==> config.mk <==
export PLATFORM = sky130hd
export DESIGN_NAME = shift_seq_flat
export DESIGN_NICKNAME = d
export VERILOG_FILES = /design/src/rtl/shift_seq_if.sv /design/src/rtl/shift_seq.sv /design/src/flat_wrapper.sv
export SDC_FILE = /design/constraint.sdc
export NUM_CORES = 1
export LEC_CHECK = 0
export CAP_MARGIN = 30
export CORE_ASPECT_RATIO = 1.2
export CORE_MARGIN = 3
export CORE_UTILIZATION = 60
export CTS_BUF_LIST = sky130_fd_sc_hd__clkbuf_8
export DETAILED_ROUTE_END_ITERATION = 7
export DONT_BUFFER_PORTS = 1
export GPL_TIMING_DRIVEN = 0
export MAX_ROUTING_LAYER = met4
export PLACE_DENSITY_LB_ADDON = 0.15
export SLEW_MARGIN = 10
export SYNTH_ARGS = -nofsm -noshare
export SYNTH_HDL_FRONTEND = slang
export SYNTH_SLANG_ARGS = --single-unit
==> constraint.sdc <==
create_clock -name clk -period 2.75 [get_ports clk]
set_clock_uncertainty 0.15 [all_clocks]
set_input_delay 0.1375 -clock clk [delete_from_list [all_inputs] [get_ports clk]]
set_output_delay 0.1375 -clock clk [all_outputs]
set_load 0.02 [all_outputs]
==> src/rtl/shift_seq_if.sv <==
// Operand/result bundle between the control unit and the multicycle shifter.
// The master (control unit) drives start/ALUfun/B/shamt; the slave (shift_seq) drives busy/done/y/dbg_state.
interface shift_seq_if #(
   parameter int WIDTH = 32
);
   logic             start;
   logic [1:0]       ALUfun;
   logic [WIDTH-1:0] B;
   logic [4:0]       shamt;
   logic             busy;
   logic             done;
   logic [WIDTH-1:0] y;
   logic [1:0]       dbg_state;

   modport master (
      output start, ALUfun, B, shamt,
      input  busy, done, y, dbg_state
   );

   modport slave (
      input  start, ALUfun, B, shamt,
      output busy, done, y, dbg_state
   );
endinterface

==> src/rtl/shift_seq.sv <==
// Multicycle shifter: moves y by up to STEP bits per clock using the ALUfun shift encoding.
// Define SHIFT_SEQ_ROR_EN to make ALUfun=10 rotate right instead of SRA.
module shift_seq #(
   parameter int WIDTH = 32,
   parameter int STEP  = 2
) (
   input  logic       clk,
   input  logic       reset,
   shift_seq_if.slave bus
);
   // Handshake: start is taken only while not in SHIFT (IDLE or DONE); busy is high
   // exactly in SHIFT, done pulses for the single DONE cycle, and y is final from DONE
   // until the next accepted start.
   typedef enum logic [1:0] {
      ST_IDLE  = 2'd0,
      ST_SHIFT = 2'd1,
      ST_DONE  = 2'd2
   } state_t;

   localparam logic [4:0] STEP_W = 5'(STEP);

   state_t           state_q, state_d;
   logic [WIDTH-1:0] y_q, y_d;
   logic [4:0]       rem_q, rem_d;
   logic [1:0]       mode_q, mode_d;

   logic [4:0]              k;
   logic signed [WIDTH-1:0] y_s;
   logic [WIDTH-1:0]        shifted;

   assign y_s = y_q;

   always_comb begin
      k = (rem_q < STEP_W) ? rem_q : STEP_W;
      shifted = y_q;
      case (mode_q)
         2'b00: shifted = y_q << k;
         2'b01: shifted = y_q >> k;
`ifdef SHIFT_SEQ_ROR_EN
         // k is never zero in SHIFT, so the left term never shifts by WIDTH
         2'b10: shifted = (y_q >> k) | (y_q << (6'(WIDTH) - {1'b0, k}));
`else
         2'b10: shifted = y_s >>> k;
`endif
         default: shifted = y_s >>> k;
      endcase
   end

   always_comb begin
      state_d = state_q;
      y_d     = y_q;
      rem_d   = rem_q;
      mode_d  = mode_q;
      case (state_q)
         ST_SHIFT: begin
            y_d   = shifted;
            rem_d = rem_q - k;
            if (rem_q <= STEP_W) state_d = ST_DONE;
         end
         default: begin
            if (bus.start) begin
               y_d     = bus.B;
               mode_d  = bus.ALUfun;
               rem_d   = bus.shamt;
               state_d = (bus.shamt != 5'd0) ? ST_SHIFT : ST_DONE;
            end else begin
               state_d = ST_IDLE;
            end
         end
      endcase
   end

   always_ff @(posedge clk or negedge reset) begin
      if (!reset) begin
         state_q <= ST_IDLE;
         y_q     <= '0;
         rem_q   <= '0;
         mode_q  <= '0;
      end else begin
         state_q <= state_d;
         y_q     <= y_d;
         rem_q   <= rem_d;
         mode_q  <= mode_d;
      end
   end

   assign bus.busy      = (state_q == ST_SHIFT);
   assign bus.done      = (state_q == ST_DONE);
   assign bus.y         = y_q;
   assign bus.dbg_state = state_q;
endmodule

==> src/flat_wrapper.sv <==
// flat-port wrapper written by rule: the top's interface ports become plain ports
module shift_seq_flat 
#(
   parameter int WIDTH = 32,
   parameter int STEP  = 2
)
  (clk, reset, bus_start, bus_ALUfun, bus_B, bus_shamt, bus_busy, bus_done, bus_y, bus_dbg_state);
  shift_seq_if #(.WIDTH(WIDTH)) bus_i ();
  input  logic clk;
  input  logic reset;
  input wire logic [$bits(bus_i.start)-1:0] bus_start;
  input wire logic [$bits(bus_i.ALUfun)-1:0] bus_ALUfun;
  input wire logic [$bits(bus_i.B)-1:0] bus_B;
  input wire logic [$bits(bus_i.shamt)-1:0] bus_shamt;
  output wire logic [$bits(bus_i.busy)-1:0] bus_busy;
  output wire logic [$bits(bus_i.done)-1:0] bus_done;
  output wire logic [$bits(bus_i.y)-1:0] bus_y;
  output wire logic [$bits(bus_i.dbg_state)-1:0] bus_dbg_state;
  assign bus_i.start = bus_start;
  assign bus_i.ALUfun = bus_ALUfun;
  assign bus_i.B = bus_B;
  assign bus_i.shamt = bus_shamt;
  assign bus_busy = bus_i.busy;
  assign bus_done = bus_i.done;
  assign bus_y = bus_i.y;
  assign bus_dbg_state = bus_i.dbg_state;
  shift_seq #(.WIDTH(WIDTH), .STEP(STEP)) u_core (.clk(clk), .reset(reset), .bus(bus_i));
endmodule
## Yosys cells after proc, flatten, opt, wreduce, memory -nomap -nowiden

Cells that the tools add are included.

| word-level totals | value |
|---|---|
| flip-flop bits (word level) | 41 |
| bits in latches | 0 |
| memory bits (writable) | 0 |
| memory bits (read-only) | 0 |
| input port bits | 42 |
| output and inout bits | 36 |
| logic and storage cells | 29 |
| memories | 0 |

| cells by class | value |
|---|---|
| $add $sub $neg | 1 |
| multiply operators | 0 |
| div/mod/pow operators | 0 |
| order comparisons | 2 |
| equality and inequality tests | 4 |
| shifts and indexed selects | 3 |
| muxes and demuxes | 10 |
| bitwise operators | 1 |
| reduce and logical (&&, ||, !) cells | 4 |

Operators with widths:

| cell | count |
|---|---|
| $mux 32 | 2 |
| $pmux 32 s2 | 1 |
| $shl 32x5->32 | 1 |
| $shr 32x5->32 | 1 |
| $sshr 32x5->32 | 1 |
| $mux 5 | 3 |
| $mux 2 | 4 |
| $le 5x2->1 const B | 1 |
| $lt 5x2->1 const B | 1 |
| $reduce_bool 5->1 | 1 |
| $sub 5x5->5 | 1 |
| $eq 2x1->1 const B | 2 |
| $eq 2x2->1 const B | 1 |
| $logic_not 2->1 | 1 |
| $ne 2x1->1 const B | 1 |
| $reduce_and 2->1 | 1 |
| $reduce_bool 2->1 | 1 |
| $not 1->1 | 1 |

## Longest topological paths before layout

Gate-level depths: netlist (run 1).

| logic depth | value |
|---|---|
| depth after elaboration | 5 |
| gate-level depth with buffers | 7 |
| mapped depth without buffers | 7 |

## Worst setup path after synthesis (run 1)

OpenSTA, ideal clock, no wires.

| timing | value |
|---|---|
| path type | reg2reg |
| start point | reg u_core.state_q[1], in the netlist u_core.bus.dbg_state[1] |
| end point | reg u_core.y_q[11], in the netlist u_core.bus.y[11] |
| arrival | 1724 ps |
| data required time | 2456 ps |
| slack | 732 ps |
| cell stages (with the launch flop) | 7 |
| buffers on the path | 3 |
| clock period less this slack | 2018 ps |
| path through | dfrtp_1 -> nand2b_1 -> clkbuf_1 -> inv_1 -> clkbuf_1 -> buf_1 -> o22ai_1 |

| between the ends | value |
|---|---|
| word-level cells in the longest chain between the ends | 2 |
| elaborated cells between the ends (all ways) | 3 |

RTL lines:

| what | line | RTL |
|---|---|---|
| start, declared | shift_seq.sv:22 | `state_t state_q, state_d;` |
| start signal, assigned | shift_seq.sv:80 | `state_q <= state_d;` |
| $eq 2x1->1 (*) | - |  |
| net bus_busy | flat_wrapper.sv:15 | `output wire logic [$bits(bus_i.busy)-1:0] bus_busy;` |
| $mux 32 or $reduce_bool 2->1 (tied branches) | - |  |
| end signal, assigned | shift_seq.sv:81 | `y_q <= y_d;` |
| end, declared | shift_seq.sv:23 | `logic [WIDTH-1:0] y_q, y_d;` |

The timed path passes the listed nets; every way through them passes the cells marked *.
A chain may end at the register's enable or synchronous reset.

## Worst setup path in the final report (run 1)

| timing | value |
|---|---|
| start point | reg u_core.state_q[1], in the netlist u_core.bus.dbg_state[1] |
| end point | reg u_core.y_q[8], in the netlist u_core.bus.y[8] |

| between the ends | value |
|---|---|
| word-level cells in the longest chain between the ends | 2 |
| elaborated cells between the ends (all ways) | 3 |

RTL lines:

| what | line | RTL |
|---|---|---|
| $eq 2x1->1 (*) | shift_seq.sv:54 | `case (state_q)` |
| $mux 32 or $reduce_bool 2->1 (tied branches) | - |  |

Mark *: on every way between the ends. The rest lies on a longest branch, timed or not.

==> impl_metrics.yaml, run 1 <==
cts:
  clock-sinks: 41
  cts_buffer_depth: 2
  cts_root_buf: "clkbuf_8"
  cts_buffers: 5
  clk_pin_slew_ns: 0.08
  cts_setup_buffers: 0
  h-tree-depth: 2
  clk_latency_ns: 0.30
  cts_tree: "built"
synth:
  synth_edf_count: 0
  syn_area_sq_mm: 0.00308
  syn_inst: 377
  yosysUniqueCellTypes: 52
  yosys_most_used_dff: "dfrtp_1"
  synth_top_cell_by_area: "dfrtp_1"
  async_flop_share: 1.00
  yosys_register_bits: 41
  yosysWarningCount: 0
  ys_seq_area_frac: 0.333
  synth_top_cells_by_area: "dfrtp_1, mux2i_1, nor2_1"
  synth.avg_cell_area_sq_um: 8.16
  synth_top_area_frac: 0.333
  synth_nets: 420
routing:
  drt_wl_total_mm: 11.1
  drc: 0
  firstDrtPassIters: 5
  antenna_left: 0
  vias: 3504
  drt_first_iter_violations: 516
  via_per_inst: 7.27
  wire_per_inst_um: 23.0
placed_design:
  dp_cells: 435
  place_area_sq_mm: 0.00315
  finalWeightedCongestion: 1.01
  pre_cts_ws_ns: 0.167
  dpl.hpwl_mm: 7.41
  io_buffers: 0
global_route:
  grt_first_pass_wirelength_mm: 17.4
  grt_pass1_vias: 3372
  grt_usage: 0.378
  antenna_found_initial: 0
  grt_overflow_total: 0
  grt_max_degree: 42
outcome:
  outcome: "complete, no violations"
worst_setup_path:
  path_delay_family: "buffers and inverters"
  required_ns: 2.82
  critPathKind: "reg2reg"
  slowest_delay_ns: 0.53
  path_buf_inv: 4
  cp_max_fo: 10
  crit_path_end_kind: "flip-flop"
  crit_top_cell: "clkbuf_1"
  crit_arrival_ns: 2.73
  path_cells: "nand2b_1 > clkbuf_1 > inv_1 > clkbuf_1 > clkbuf_1 > o221ai_1 > o22ai_1"
  crit_slowest_cell: "clkbuf_1"
  start_kind: "flip-flop"
sta:
  min_period_over_period: 0.967
  clock.fmax_mhz: 376
  layout_setup_ws_ns: 0.0903
  min_period_ns: 2.66
  worstMarginPinSlew_ns: 0.957
  setup_violations: 0
  slew-limit-headroom: 0.362
  hold_ws_ns: 0.0118
  rsz0062_at_grt: "no"
  fin_tns_setup_ns: 0
  slew_violations: 0
  finalHoldViolations: 0
finish:
  layout-drive-gt1-share: 0.0991
  syn_to_final_growth_pct: 19.2
  fin_cells: 482
  antenna_cells: 0
  final_nets: 466
  design_area_sq_mm: 0.00367
power:
  powerDensity_mw_per_mm2: 1440
  vdd_drop_max_v: 0.000816
  p_leak_nw: 1.42
min_path:
  holdCritPathClass: "in2reg"
floorplan:
  io_pins: 78
  start_util: 0.646
  num_rows: 27
  core_sq_mm: 0.00476
  die_area_sq_mm: 0.00603
  die_y_um: 84.4
  fp.dieW_um: 71.4
run:
  max-cap-violations: 0
-- synth_stat cells, types with 2 or more instances --
cell type / number
or3b_2: 8
o221a_2: 9
clkbuf_1: 24
a311oi_1: 2
o32a_1: 6
a22oi_1: 3
o31a_1: 3
dfrtp_1: 41
nand2b_1: 6
a31oi_1: 14
a21oi_1: 20
a211o_1: 2
o221ai_1: 4
o31ai_1: 2
nor2b_1: 5
a211oi_1: 11
o21a_1: 6
o22a_1: 2
or4_1: 2
inv_1: 4
o22ai_1: 9
nand2_1: 35
nor3b_1: 2
o21ai_0: 27
mux2i_1: 24
buf_1: 2
nand3_1: 5
nor3_1: 15
o211ai_1: 3
nor2_1: 37
or2_2: 2
buf_2: 9
mux2_2: 3
or3_1: 10
a32oi_1: 3
-- cell families (layout without fill, tap and decap cells) --
logic type,Yosys count,in the layout,synth area share
other cells,1,1,0.00122
simple gates,132,132,0.211
compound gates,134,134,0.305
mux,27,27,0.0891
buf+inv,41,88,0.0561
flops,41,41,0.333
fa+ha+maj,1,1,0.00407
-- worst paths after layout --
kind                       cells past startpoint          endpoint  slack [ns]               startpoint
max in group asynchronous                      2   u_core.bus.y[4]        2.09                    reset
min reg2reg                                    2   u_core.rem_q[4]        0.44          u_core.rem_q[4]
min                                            3  u_core.bus.y[20]        0.01                bus_start
max reg2reg                                    7   u_core.bus.y[8]        0.09  u_core.bus.dbg_state[1]
max                                            7   u_core.bus.y[8]        0.09  u_core.bus.dbg_state[1]
min in group asynchronous                      2  u_core.bus.y[26]        0.15                    reset
-- worst register-to-register path: stages (launching register included) --
cell	delay, ns
dfrtp_1	0.47
nand2b_1	0.18
clkbuf_1	0.18
inv_1	0.22
clkbuf_1	0.39
clkbuf_1	0.53
o221ai_1	0.26
o22ai_1	0.20
-- flip-flops by register name, indices dropped and copies added, names as in the netlist --
register / count
u_core.mode_q: 2
u_core.rem_q: 5
u_core.bus.y: 32
u_core.bus.dbg_state: 2
-- where the power goes --
group	switching [mW]	internal (mW)
combinational	1.79	1.22
clock	0.226	0.293
sequential	0.835	0.916
total	2.85	2.43
-- timing repair --
item                                    in CTS  in global routing
hold buffers                                39                  0
endpoints found under the setup margin       0                  1
hold endpoints to repair                    79                  0
gates resized for setup                      0                  1
-- per-layer routing --
metal,vias to the layer above,routed length (um),GRT usage
li1,1518,-,-
met1,1617,3950,0.465
met2,304,5230,0.580
met3,65,1410,0.0707
met4,0,531,0.207
met5,-,0,-
-- cells in the final DEF (no fill, tap or decap), drive strengths merged, types with 3 or more instances in the layout --
cell type and n:
nand2b 6, dlygate4sd3 38, o32a 6, o22ai 9, or3b 8, o221ai 4
o31a 3, o21a 6, clkbuf 31, a31oi 14, buf 12, inv 5
o21ai 28, nand3 5, nor2b 5, o211ai 3, dfrtp 41, nor2 37
mux2 3, nand2 35, a21oi 20, a22oi 3, or3 10, o221a 9
a32oi 3, nor3 15, mux2i 24, a211oi 12
-- metrics by stage --
| stage | power [mW] | utilization |
|---|---|---|
| 4_1_cts | 5.14 | 0.770 |
| 2_1_floorplan | 3.76 | - |
| 5_1_grt | 5.58 | 0.770 |
| 6_report | 5.28 | 0.770 |
| 3_5_place_dp | 4.57 | 0.661 |
| 3_3_place_gp | 4.50 | 0.661 |
-- area by class of cell --
cell class	count	area (sq um)
inverter	5	18.8
timing repair buffer	39	400
fill	360	1100
multi-input combinational	295	1880
buffer	36	155
clock inverter	2	33.8
sequential	41	1030
tap	58	72.6
clock buffer	6	82.6
No activity file was read; power rests on OpenSTA's default activity.
==> inputs of run 2 (changes only) <==
CORE_ASPECT_RATIO = 0.5   (was 1.2)
==> run 2 against run 1 <==
  * Non-clock buffer count increased by 2
  * Register-to-register slack improved by 0.13 ns
  * Worst setup slack improved by 0.13 ns
  * Design area increased by 0.92%
  * Count of clock-buffer cells in the layout unchanged
  * Fmax increased by 5.0%
  * Combinational power increased by 3%
  * Die area increased by 0.80%
  * Worst hold slack improved by 0.0069 ns
  * Global-route usage increased by 3.0 points
  * Largest cell class unchanged
  * Via count increased by 3.3%
  * Power increased by 2.6%
==> impl_metrics.yaml, run 2 (synthesis gave the netlist of run 1 again) <==
outcome:
  outcome: "complete, no violations"
sta:
  fin_tns_setup_ns: 0
  hold_ws_ns: 0.0187
  layout_setup_ws_ns: 0.216
  min_period_over_period: 0.922
  slew_violations: 0
  clock.fmax_mhz: 395
  setup_violations: 0
  worstMarginPinSlew_ns: 0.926
  min_period_ns: 2.53
  rsz0062_at_grt: "no"
  slew-limit-headroom: 0.382
  finalHoldViolations: 0
routing:
  drt_first_iter_violations: 452
  drt_wl_total_mm: 12.0
  antenna_left: 0
  via_per_inst: 7.35
  wire_per_inst_um: 24.3
  drc: 0
  vias: 3618
  firstDrtPassIters: 6
finish:
  n_fill_cell: 304
  layout-drive-gt1-share: 0.103
  final_nets: 468
  syn_to_final_growth_pct: 20.3
  largest_register_ffs: 32
  antenna_cells: 0
  design_area_sq_mm: 0.00370
  final_cell_mix: "dfrtp_1, dlygate4sd3_1, nor2_1, nand2_1, o21ai_0"
  fin_cells: 492
  layout_commonest_cell: "dfrtp_1"
global_route:
  antenna_found_initial: 0
  grt_usage: 0.408
  grt_overflow_total: 0
  grt_first_pass_wirelength_mm: 18.5
  grt_max_degree: 42
  grt_pass1_vias: 3520
run:
  max-cap-violations: 0
power:
  p_seq_frac: 0.327
  swShare: 0.551
  p_clk_frac: 0.098
  p_leak_nw: 1.43
  powerDensity_mw_per_mm2: 1460
  p_int_mw: 2.43
  vdd_drop_max_v: 0.000819
  p_comb_frac: 0.575
  power_switching_mw: 2.98
floorplan:
  core_sq_mm: 0.00466
  die_area_sq_mm: 0.00608
  fp.dieW_um: 107
  num_rows: 17
  start_util: 0.660
  die_y_um: 56.6
  io_pins: 78
cts:
  cts_root_buf: "clkbuf_8"
  clk_pin_slew_ns: 0.09
  clk_latency_ns: 0.31
  cts_setup_buffers: 0
  cts_buffer_depth: 2
  clock-sinks: 41
  cts_tree: "built"
  h-tree-depth: 2
  cts_buffers: 5
placed_design:
  dpl.hpwl_mm: 7.84
  dp_cells: 443
  finalWeightedCongestion: 0.992
  place_area_sq_mm: 0.00316
  pre_cts_ws_ns: 0.242
  io_buffers: 0
worst_setup_path:
  path_delay_family: "simple AND/OR/NAND/NOR gates"
  crit_arrival_ns: 2.57
  crit_path_end_kind: "flip-flop"
  required_ns: 2.79
  start_kind: "flip-flop"
  critPathKind: "reg2reg"
  path_buf_inv: 2
  path_cells: "nor4_1 > buf_2 > buf_2 > nand2_1 > a21oi_1 > o211ai_1"
  slowest_delay_ns: 0.53
  cp-endpoint: "u_core.bus.y[20]"
  r2r-start: "u_core.rem_q[2]"
  crit_slowest_cell: "nor4_1"
  reg2reg_depth: 6
  r2r_end: "u_core.bus.y[20]"
  regToRegSetupSlack_ns: 0.22
  path_depth: 6
  cp_max_fo: 10
  critPathLaunch: "u_core.rem_q[2]"
  crit_top_cell: "buf_2"
min_path:
  holdCritPathClass: "in2reg"
[run 2: cell count changes in the layout (fill, tap and decap cells not counted), sizes merged]
cell / before / now
dlygate4sd3: 38 / 40
[run 2: worst min path at each step]
stage                   start                       to  slack (ns)  depth (start not counted)
finish               bus_B[3]          u_core.bus.y[3]        0.02                          3
global route        bus_start         u_core.bus.y[20]        0.02                          3
CTS                 bus_start         u_core.bus.y[20]       0.003                          3
detailed placement      reset         u_core.bus.y[25]       -0.31                          0
global placement        reset         u_core.bus.y[24]       -0.31                          0
floorplan               reset  u_core.bus.dbg_state[0]       -0.31                          0
[run 2: tightest hold or removal path, cell delays in order]
cell and delay, ns:
nand2_1 0.04, a21oi_1 0.06, o32a_1 0.19
[run 2: power by group through the flow]
stage	sequential, mW	combinational, mW	clock (mW)
finish	1.77	3.11	0.533
global placement	1.73	2.80	0
CTS	1.73	2.94	0.524
floorplan	1.56	2.20	0
detailed placement	1.74	2.87	0
global route	1.80	3.31	0.557
[run 2: stage by stage]
step                utilization  total power [mW]
detailed placement        0.678              4.61
global route              0.795              5.67
floorplan                     -              3.76
finish                    0.795              5.42
CTS                       0.793              5.20
global placement          0.678              4.53
[run 2: layout make-up]
| type | instances | area (sq um) | share of cell area |
|---|---|---|---|
| timing repair buffer | 41 | 420 | 0.114 |
| tap | 66 | 82.6 | 0.0223 |
| sequential | 41 | 1030 | 0.277 |
| clock inverter | 2 | 33.8 | 0.00913 |
| multi-input combinational | 295 | 1880 | 0.508 |
| inverter | 5 | 18.8 | 0.00507 |
| buffer | 36 | 156 | 0.0423 |
| clock buffer | 6 | 82.6 | 0.0223 |
[run 2: metal layers]
layer / share of wire / track usage
met1: 0.38 / 0.511
met2: 0.43 / 0.588
met3: 0.16 / 0.164
met4: 0.037 / 0.164
met5: 0 / -
[run 2: what timing repair did]
action / in CTS / in global routing
resized for setup: 0 / 4
endpoints found under the hold margin: 81 / 0
hold buffers: 41 / 0
endpoints found under the setup margin: 0 / 3
==> inputs of run 3 (changes only) <==
--- a/config.mk
+++ b/config.mk
@@ -9,3 +9,3 @@
 export CORE_ASPECT_RATIO = 0.5
-export CORE_MARGIN = 3
+export CORE_MARGIN = 2
 export CORE_UTILIZATION = 60
@@ -17,3 +17,3 @@
 export PLACE_DENSITY_LB_ADDON = 0.15
-export SLEW_MARGIN = 10
+export SLEW_MARGIN = 15
 export SYNTH_ARGS = -nofsm -noshare
==> constraint.sdc (replaced) <==
create_clock -name clk -period 2.75 [get_ports clk]
set_clock_uncertainty 0.15 [all_clocks]
set_input_delay 0.55 -clock clk [delete_from_list [all_inputs] [get_ports clk]]
set_output_delay 0.55 -clock clk [all_outputs]
set_load 0.02 [all_outputs]
==> run 3 against run 2 <==
  * Fmax decreased by 4.3%
  * Register-to-register slack worse by 0.11 ns
  * Sequential power barely moved
  * Die area down 5.3%
  * Cell count is 7.1% lower
  * Non-clock buffer count down 39
  * Global-route usage up 0.20 points
  * Largest power group unchanged
==> impl_metrics.yaml, run 3 (synthesis gave the netlist of run 1 again) <==
outcome:
  outcome: "complete, no violations"
floorplan:
  start_util: 0.624
  die_area_sq_mm: 0.00575
  core_sq_mm: 0.00493
  io_pins: 78
  fp.dieW_um: 105
  die_y_um: 54.6
  num_rows: 18
finish:
  largest_register_ffs: 32
  n_fill_cell: 410
  antenna_cells: 0
  seqCellArea_sq_mm: 0.00103
  multiInputGateArea_sq_mm: 0.00188
  syn_to_final_growth_pct: 6.79
  final_cell_mix: "dfrtp_1, nor2_1, nand2_1, o21ai_0, mux2i_1"
  layout-drive-gt1-share: 0.114
  final_nets: 429
  layout_commonest_cell: "dfrtp_1"
power:
  p_seq_frac: 0.339
  powerDensity_mw_per_mm2: 1580
  power_switching_mw: 2.92
  p_comb_frac: 0.580
  swShare: 0.561
  p_int_mw: 2.28
  p_leak_nw: 1.25
  p_clk_frac: 0.081
  vdd_drop_max_v: 0.000762
worst_setup_path:
  required_ns: 2.81
  reg2reg_depth: 7
  start_kind: "flip-flop"
  path_buf_inv: 4
  crit_slowest_cell: "clkbuf_1"
  critPathKind: "reg2reg"
  r2r_end: "u_core.bus.y[8]"
  slowest_delay_ns: 0.52
  crit_top_cell: "clkbuf_1"
  path_cells: "nand2b_1 > clkbuf_1 > inv_1 > clkbuf_1 > clkbuf_1 > o221ai_1 > o22ai_1"
  crit_path_end_kind: "flip-flop"
  path_delay_family: "buffers and inverters"
  crit_arrival_ns: 2.71
  r2r-start: "u_core.bus.dbg_state[1]"
  regToRegSetupSlack_ns: 0.10
  cp_max_fo: 10
cts:
  cts_setup_buffers: 0
  cts_tree: "built"
  h-tree-depth: 2
  cts_buffers: 5
  clock-sinks: 41
  cts_buffer_depth: 2
  clk_pin_slew_ns: 0.10
  cts_root_buf: "clkbuf_8"
  clk_latency_ns: 0.31
min_path:
  min_to: "u_core.bus.y[1]"
  worstHoldStart: "bus_B[1]"
  holdPathStages: 2
  holdCritPathClass: "in2reg"
sta:
  min_period_ns: 2.65
  hold_ws_ns: 0.209
  fin_tns_setup_ns: 0
  finalHoldViolations: 0
  clock.fmax_mhz: 378
  worstMarginPinSlew_ns: 0.905
  min_period_over_period: 0.963
  rsz0062_at_grt: "no"
  slew_violations: 0
  setup_violations: 0
  slew-limit-headroom: 0.397
routing:
  firstDrtPassIters: 5
  drc: 0
  antenna_left: 0
  via_per_inst: 7.28
  drt_first_iter_violations: 401
  wire_per_inst_um: 24.7
  drt_wl_total_mm: 11.3
  vias: 3327
placed_design:
  dpl.hpwl_mm: 7.90
  io_buffers: 0
  finalWeightedCongestion: 1.01
global_route:
  grt_pass1_vias: 3234
  grt_max_degree: 42
  grt_overflow_total: 0
  grt_usage: 0.410
  antenna_found_initial: 0
  grt_first_pass_wirelength_mm: 17.0
run:
  max-cap-violations: 0
## run 3: stage by stage
stage	total power [mW]	std cells	area (sq um)	utilization	setup WS, ns
finish	5.20	457	3290	0.666	0.103
global route	5.49	457	3290	0.666	0.0154
detailed placement	4.62	447	3160	0.642	0.0412
global placement	4.53	447	3160	0.642	0.0396
floorplan	3.76	377	3080	-	0.480
CTS	5.06	457	3280	0.666	0.112
## run 3: area by class of cell
| class | instances | share of cell area |
|---|---|---|
| flip-flops and latches | 41 | 0.312 |
| clock inverters | 3 | 0.00533 |
| plain buffers | 36 | 0.0484 |
| repair buffers | 2 | 0.00914 |
| clock buffers | 5 | 0.0209 |
| inverters | 5 | 0.00571 |
| well taps | 70 | 0.0267 |
| multi-input cells | 295 | 0.572 |
## run 3: how the worst max path moves through the flow
stage | from | end | depth (start not counted)
floorplan | u_core.bus.dbg_state[1] | bus_busy | 5
detailed placement | u_core.bus.dbg_state[1] | bus_busy | 5
CTS | u_core.bus.dbg_state[1] | bus_busy | 5
finish | u_core.bus.dbg_state[1] | u_core.bus.y[8] | 7
global route | u_core.bus.dbg_state[1] | bus_busy | 5
global placement | u_core.bus.dbg_state[1] | bus_busy | 5
## run 3: power by group through the flow
stage / Combinational [mW] / Sequential, mW / Clock (mW)
finish: 3.02 / 1.76 / 0.420
global route: 3.25 / 1.79 / 0.440
CTS: 2.91 / 1.73 / 0.421
detailed placement: 2.87 / 1.74 / 0
global placement: 2.80 / 1.73 / 0
floorplan: 2.20 / 1.56 / 0
## run 3: metal layers
metal / part of all wire / vias to the layer above / track usage / wire length [um]
met2: 0.42 / 273 / 0.617 / 4780
met1: 0.42 / 1573 / 0.533 / 4710
met5: 0 / - / - / 0
met4: 0.025 / 0 / 0.160 / 283
met3: 0.13 / 35 / 0.115 / 1510
li1: - / 1446 / - / -
## run 3: repair_timing
action | in CTS | in global routing
endpoints found under the setup margin | 1 | 1
resized for setup | 2 | 1
hold buffers | 2 | 0
hold endpoints to repair | 41 | 0
## run 3: worst register-to-register path, delay by kind of cell, from the launching register on
kind	cells	cell delay, ns
compound gates	2	0.47
buf+inv	4	1.30
flops	1	0.47
simple gates	1	0.18
